## config.mk

```make
export PLATFORM = sky130hd
export DESIGN_NAME = serial_pattern_detector
export DESIGN_NICKNAME = d
export VERILOG_FILES = /design/src/rtl/serial_pattern_detector.sv
export SDC_FILE = /design/constraint.sdc
export NUM_CORES = 1
export LEC_CHECK = 0
export ABC_AREA = 1
export BUFFER_PORTS_ARGS = -buffer_cell sky130_fd_sc_hd__buf_2
export CAP_MARGIN = 20
export CORE_MARGIN = 3
export CORE_UTILIZATION = 57
export CTS_CLUSTER_DIAMETER = 200
export CTS_CLUSTER_SIZE = 25
export DETAILED_ROUTE_END_ITERATION = 8
export PLACE_DENSITY = 0.8
export REMOVE_ABC_BUFFERS = 1
export SYNTH_ARGS = -nofsm -noshare
export SYNTH_HDL_FRONTEND = slang
export SYNTH_SLANG_ARGS = --single-unit
```

## constraint.sdc

```tcl
create_clock -name clk -period 2.28 [get_ports clk]
set_clock_uncertainty 0.1 [all_clocks]
set_input_delay 0.342 -clock clk [delete_from_list [all_inputs] [get_ports clk]]
set_output_delay 0.342 -clock clk [all_outputs]
set_load 0.1 [all_outputs]
```

## src/rtl/serial_pattern_detector.sv

```systemverilog
// Serial pattern detector sitting behind the DFF stage.
// Shifts in in_Q on every in_en strobe, detects PATTERN (overlapping),
// flags rising/falling transitions as one-cycle pulses and keeps
// saturating match/edge counts. out_primed reports a full history window.
module serial_pattern_detector #(
  parameter int unsigned          PAT_LEN = 4,
  parameter logic [PAT_LEN-1:0]   PATTERN = 4'b1011,
  parameter int unsigned          CNT_W   = 8
) (
  input  logic             clk,
  input  logic             reset,
  input  logic             in_Q,
  input  logic             in_en,
  output logic             out_detect,
  output logic             out_rise,
  output logic             out_fall,
  output logic [CNT_W-1:0] out_match_count,
  output logic [CNT_W-1:0] out_edge_count,
  output logic             out_primed
);

  localparam int unsigned    FW       = $clog2(PAT_LEN + 1);
  localparam logic [FW-1:0]  FILL_MAX = FW'(PAT_LEN);

  typedef enum logic {
    S_FILL,
    S_ARMED
  } state_e;

  state_e             state_q, state_d;
  logic [PAT_LEN-1:0] hist_q,  hist_d;
  logic [FW-1:0]      fill_q,  fill_d;
  logic               prev_q,  prev_d;
  logic               seen_q,  seen_d;
  logic               det_q,   det_d;
  logic               rise_q,  rise_d;
  logic               fall_q,  fall_d;
  logic [CNT_W-1:0]   match_q, match_d;
  logic [CNT_W-1:0]   edge_q,  edge_d;

  // State register: synchronous reset clears history, pulses and counts.
  always_ff @(posedge clk) begin
    if (reset) begin
      state_q <= S_FILL;
      hist_q  <= '0;
      fill_q  <= '0;
      prev_q  <= 1'b0;
      seen_q  <= 1'b0;
      det_q   <= 1'b0;
      rise_q  <= 1'b0;
      fall_q  <= 1'b0;
      match_q <= '0;
      edge_q  <= '0;
    end else begin
      state_q <= state_d;
      hist_q  <= hist_d;
      fill_q  <= fill_d;
      prev_q  <= prev_d;
      seen_q  <= seen_d;
      det_q   <= det_d;
      rise_q  <= rise_d;
      fall_q  <= fall_d;
      match_q <= match_d;
      edge_q  <= edge_d;
    end
  end

  // Next-state: shift on strobe, derive pulses and saturating counts.
  always_comb begin
    state_d = state_q;
    hist_d  = hist_q;
    fill_d  = fill_q;
    prev_d  = prev_q;
    seen_d  = seen_q;
    det_d   = 1'b0;
    rise_d  = 1'b0;
    fall_d  = 1'b0;
    match_d = match_q;
    edge_d  = edge_q;

    if (in_en) begin
      // Shift-and-OR keeps the oldest bit falling off the top naturally.
      hist_d = (hist_q << 1) | PAT_LEN'(in_Q);
      fill_d = (fill_q == FILL_MAX) ? fill_q : fill_q + FW'(1);
      det_d  = (fill_d == FILL_MAX) && (hist_d == PATTERN);
      rise_d = seen_q & ~prev_q &  in_Q;
      fall_d = seen_q &  prev_q & ~in_Q;
      prev_d = in_Q;
      seen_d = 1'b1;
      if (det_d && (match_q != '1)) begin
        match_d = match_q + CNT_W'(1);
      end
      if ((rise_d || fall_d) && (edge_q != '1)) begin
        edge_d = edge_q + CNT_W'(1);
      end
    end

    unique case (state_q)
      S_FILL:  if (fill_d == FILL_MAX) state_d = S_ARMED;
      S_ARMED: state_d = S_ARMED;
      default: state_d = S_FILL;
    endcase
  end

  assign out_detect      = det_q;
  assign out_rise        = rise_q;
  assign out_fall        = fall_q;
  assign out_match_count = match_q;
  assign out_edge_count  = edge_q;
  assign out_primed      = (state_q == S_ARMED);

endmodule
```

Word level (Yosys, flattened, before mapping)
Index checks and enable logic that the tools add are counted.

operators by class
  $add $sub $neg = 3
  bitwise logic cells = 9
  eq/ne operators = 6
  reduce and logical (&&, ||, !) cells = 7
  mux-type cells = 4

operator list
  cell                   count
  $add A8 B1 Y8 const B  2
  $ne A8 B8 Y1 const B   2
  $eq A3 B3 Y1 const B   3
  $mux W3                2
  $and A1 B1 Y1          4
  $eq A4 B4 Y1 const B   1
  $not A1 Y1             4
  $or A4 B1 Y4           1
  $reduce_and A2 Y1      2
  $add A3 B1 Y3 const B  1
  $logic_and A1 B1 Y1    3
  $pmux W1 S2            1
  $reduce_or A2 Y1       1
  $logic_or A1 B1 Y1     1
  $mux W1                1

storage, ports and cells
  register bits after elaboration = 28

Longest topological paths before layout
  depth in word-level cells = 6
  depth in mapped cells = 10
  mapped depth without buffers = 10

Worst setup path before layout
Ideal clock, no wire load.

  kind = reg-to-reg
  start = register match_q[0] (netlist: out_match_count[0])
  end = register match_q[0] (netlist: out_match_count[0])
  period minus slack after synthesis = 2.301 ns
  library setup time = 0.117 ns
  data arrival time = 2.084 ns
  slack = -0.021 ns
  stages on the path, launching flop included = 9
  buffers on the path = 0
  cell sequence = dfxtp_1 -> ha_1 -> nand2_1 -> nor2_2 -> nand3_2 -> nand3_4 -> nor2_2 -> nor2_1 -> nor2_1

between the ends
  longest elaborated chain between the ends = 3
  elaborated cells between the ends (all ways) = 4
  those cells by class = add/sub (1); eq/ne (1); reduce/logical (2)

RTL lines
  what                                                                   RTL line  RTL
  start: declaration                                                     38        logic [CNT_W-1:0] match_q, match_d;
  start signal: assignment                                               63        match_q <= match_d;
  parallel branches: the longest is 3 deep, another holds $add A8 B1 Y8  -

Parallel ways; which one is timed is not known.
A chain may end at the register's enable or synchronous reset.

Final worst setup path
  start = register fill_q[0]
  end = register match_q[7] (netlist: out_match_count[7])

between the ends
  longest elaborated chain between the ends = 6
  elaborated cells between the ends (all ways) = 7
  those cells by class = add/sub (1); eq/ne (2); mux (1); reduce/logical (3)

RTL lines
  what                                           RTL line  RTL
  start: declaration                             32        logic [FW-1:0] fill_q, fill_d;
  start signal: assignment                       57        fill_q <= fill_d;
  $add A3 B1 Y3 or $eq A3 B3 Y1 (tied branches)  84        fill_d = (fill_q == FILL_MAX) ? fill_q : fill_q + FW'(1);
  $mux W3 *                                      84
  $eq A3 B3 Y1 *                                 85        det_d = (fill_d == FILL_MAX) && (hist_d == PATTERN);
  $logic_and A1 B1 Y1 *                          85
  $logic_and A1 B1 Y1 *                          90        if (det_d && (match_q != '1)) begin
  $reduce_and A2 Y1 (no line) *                  -

Mark *: on every way between the ends. The rest lies on a longest branch, timed or not.

==> results.json <==
{
  "start_kind": "register",
  "synth-edff-count": 0,
  "dp_cells": 274,
  "ys_seq_area_frac": 0.364,
  "cts.path.max_buffers": 2,
  "synthAdderAreaFrac": 0.0337,
  "grt_pass1_vias": 1292,
  "drt_iter0_markers": 55,
  "min_to": "hist_q[0]$_SDFFE_PP0P_",
  "ys_seq_elements": 27,
  "clock_sinks": 27,
  "p_leak_nw": 0.775,
  "synthTopCellsByArea": "dfxtp_1 (36%), nand2_1 (15%), nor2_1 (11%)",
  "fin_nets": 259,
  "crit_fanout": 6,
  "chipHeight_um": 57.1,
  "yosys.area.top_type_share": 0.364,
  "wl_um": 2850,
  "rrSetupSlack_ns": 0.53,
  "vias": 1410,
  "crit_type": "reg -> reg",
  "grt_max_degree": 15,
  "drt.antenna.violating_nets": 0,
  "synth-simple-area-share": 0.416,
  "routabilityCongestion": 0.936,
  "grt_pass1_wl_um": 5380,
  "root_buffer": "clkbuf_4",
  "drive_gt1_frac": 0.164,
  "worstHoldStart": "in_Q",
  "stdcell_count": 278,
  "period_share": 0.766,
  "die_w_um": 57.1,
  "post-dp-hpwl_um": 2210,
  "cts_buffers": 3,
  "whs_path_depth": 3,
  "synth_top_family_by_area": "simple AND/OR/NAND/NOR gates",
  "arrival_ns": 1.89,
  "post_cts_buffers": 0,
  "grt.overflow.total": 0,
  "yosysTopAreaCell": "dfxtp_1",
  "fin_setup_tns_ns": 0,
  "cts_hold_buffers": 0,
  "fill_cells": 233,
  "grt_usage": 0.200,
  "r2r-start": "fill_q[0]$_SDFF_PP0_",
  "status": "finished, final reports clean",
  "htree_num_levels": 1,
  "area_growth_pct": 10.7,
  "insertion_delay_ns": 0.32,
  "rsz0062_at_grt": "false",
  "yosys.area_share.xor_xnor": 0.0295,
  "portBuffers": 23,
  "netlist_area_um2": 1490,
  "synth-main-ff-cell": "dfxtp_1",
  "async_reset_ff_frac": 0,
  "cts_tree": "yes",
  "holdWs_ns": 0.176,
  "ys_types": 25,
  "fin_area_um2": 1650,
  "synth_common_cells": "nand2_1 (58), nor2_1 (45), inv_1 (29)",
  "initial_core_util": 0.635,
  "max_slew_margin": 0.676,
  "worst_ep_required_time_ns": 2.42,
  "min_path_type": "in -> reg",
  "vdd_drop_max_v": 0.000365,
  "synth_compound_area_frac": 0.0572,
  "ys.warnings.count": 0,
  "register_area_um2": 541,
  "maxCapViolations": 0,
  "place_area_um2": 1620,
  "core_um2": 2340,
  "timing.final.crit_period_ns": 1.75,
  "worst_pin_slew_ns": 0.490,
  "r2r_cells": 10,
  "row_count": 17,
  "fmax_ghz": 0.572,
  "r2r_end": "out_match_count[7]$_SDFFE_PP0P_",
  "die_area_um2": 3260,
  "viasPerCell": 5.07,
  "setup_violations": 0,
  "synth.avg_cell_area_um2": 6.58,
  "multi_input_area_um2": 797,
  "post_cts_resized": 0,
  "antenna_cells": 0,
  "yosysMostFrequentCell": "nand2_1",
  "syn_inst": 226,
  "antenna_found_initial": 0,
  "powerDensity_nw_per_um2": 503,
  "detail_route.first_pass.iterations": 4,
  "critPathCaptureType": "register",
  "route.detailed.drc": 0,
  "finalHoldViolations": 0,
  "wire_per_inst_um": 10.2,
  "clk_pin_slew_worst_paths_ns": 0.15,
  "muxShareOfSynthArea": 0,
  "final-max-slew-violation-count": 0,
  "io_pins": 24
}
-- cells in the final DEF (no fill, tap or decap), drive strengths merged --
cell / instances
a21oi: 9
buf: 25
clkbuf: 4
clkinv: 1
dfxtp: 27
ha: 4
inv: 30
nand2: 62
nand3: 13
nand3b: 3
nand4: 7
nor2: 50
nor3: 2
o21ai: 8
xor2: 5
-- layout make-up --
type / instances / area share
inverter: 31 / 0.0707
timing repair buffer: 25 / 0.0791
sequential: 27 / 0.329
multi-input combinational: 163 / 0.484
tap: 28 / 0.0213
clock buffer: 4 / 0.0160
-- sequential cells by signal (all words and copies together) (netlist names) --
name             cells
out_edge_count       8
out_match_count      8
fill_q               3
hist_q               3
out_detect           1
out_fall             1
out_primed           1
out_rise             1
seen_q               1
-- cells by family (layout without fill, tap and decap cells) --
family / count (synthesis) / after routing
simple gates: 137 / 137
flops: 27 / 27
xor+xnor: 5 / 5
fa+ha+maj: 4 / 4
buf+inv: 36 / 60
compound gates: 17 / 17
-- layer usage --
layer	part of all wire	wire, um	up-vias	GRT usage
li1	-	-	755	-
met1	0.50	1420	618	0.274
met2	0.44	1250	32	0.325
met3	0.050	141	5	0.0294
met4	0.011	31	0	0.0629
met5	0	0	-	0
-- where the power goes --
group          total, mW  switching (mW)  internal (mW)
registers          0.496          0.0110          0.485
clock network      0.210           0.142         0.0685
logic              0.122          0.0885         0.0336
total              0.828           0.241          0.587
-- worst max-delay path, cell delays in order, from the launching register on --
cell	delay (ns)
dfxtp_1	0.40
inv_1	0.10
ha_1	0.28
nand2_2	0.14
nand2_1	0.06
nand2_1	0.06
nand2_1	0.07
nor2_2	0.23
nand4_1	0.13
nand2_1	0.08
nor2_1	0.04
-- per-stage QoR --
step | total power [mW] | utilization | worst slack [ns]
after floorplan | 0.598 | - | -0.0742
after global placement | 0.627 | 0.692 | 0.594
after detailed placement | 0.628 | 0.692 | 0.531
after CTS | 0.835 | 0.703 | 0.527
after global routing | 0.870 | 0.703 | 0.277
final | 0.828 | 0.703 | 0.533
-- how the worst max path moves through the flow --
| stage | endpoint | slack (ns) | cells after the start | start |
|---|---|---|---|---|
| CTS | out_match_count[7]$_SDFFE_PP0P_ | 0.53 | 10 | fill_q[0]$_SDFF_PP0_ |
| finish | out_match_count[7]$_SDFFE_PP0P_ | 0.53 | 10 | fill_q[0]$_SDFF_PP0_ |
| detailed placement | out_match_count[7]$_SDFFE_PP0P_ | 0.53 | 10 | fill_q[0]$_SDFF_PP0_ |
| global route | out_match_count[5]$_SDFFE_PP0P_ | 0.28 | 10 | fill_q[0]$_SDFF_PP0_ |
| floorplan | out_edge_count[0]$_SDFFE_PP0P_ | -0.07 | 9 | out_edge_count[0]$_SDFFE_PP0P_ |
| global placement | out_match_count[7]$_SDFFE_PP0P_ | 0.59 | 10 | fill_q[0]$_SDFF_PP0_ |
Note: power is estimated with default switching activity, not from simulation.
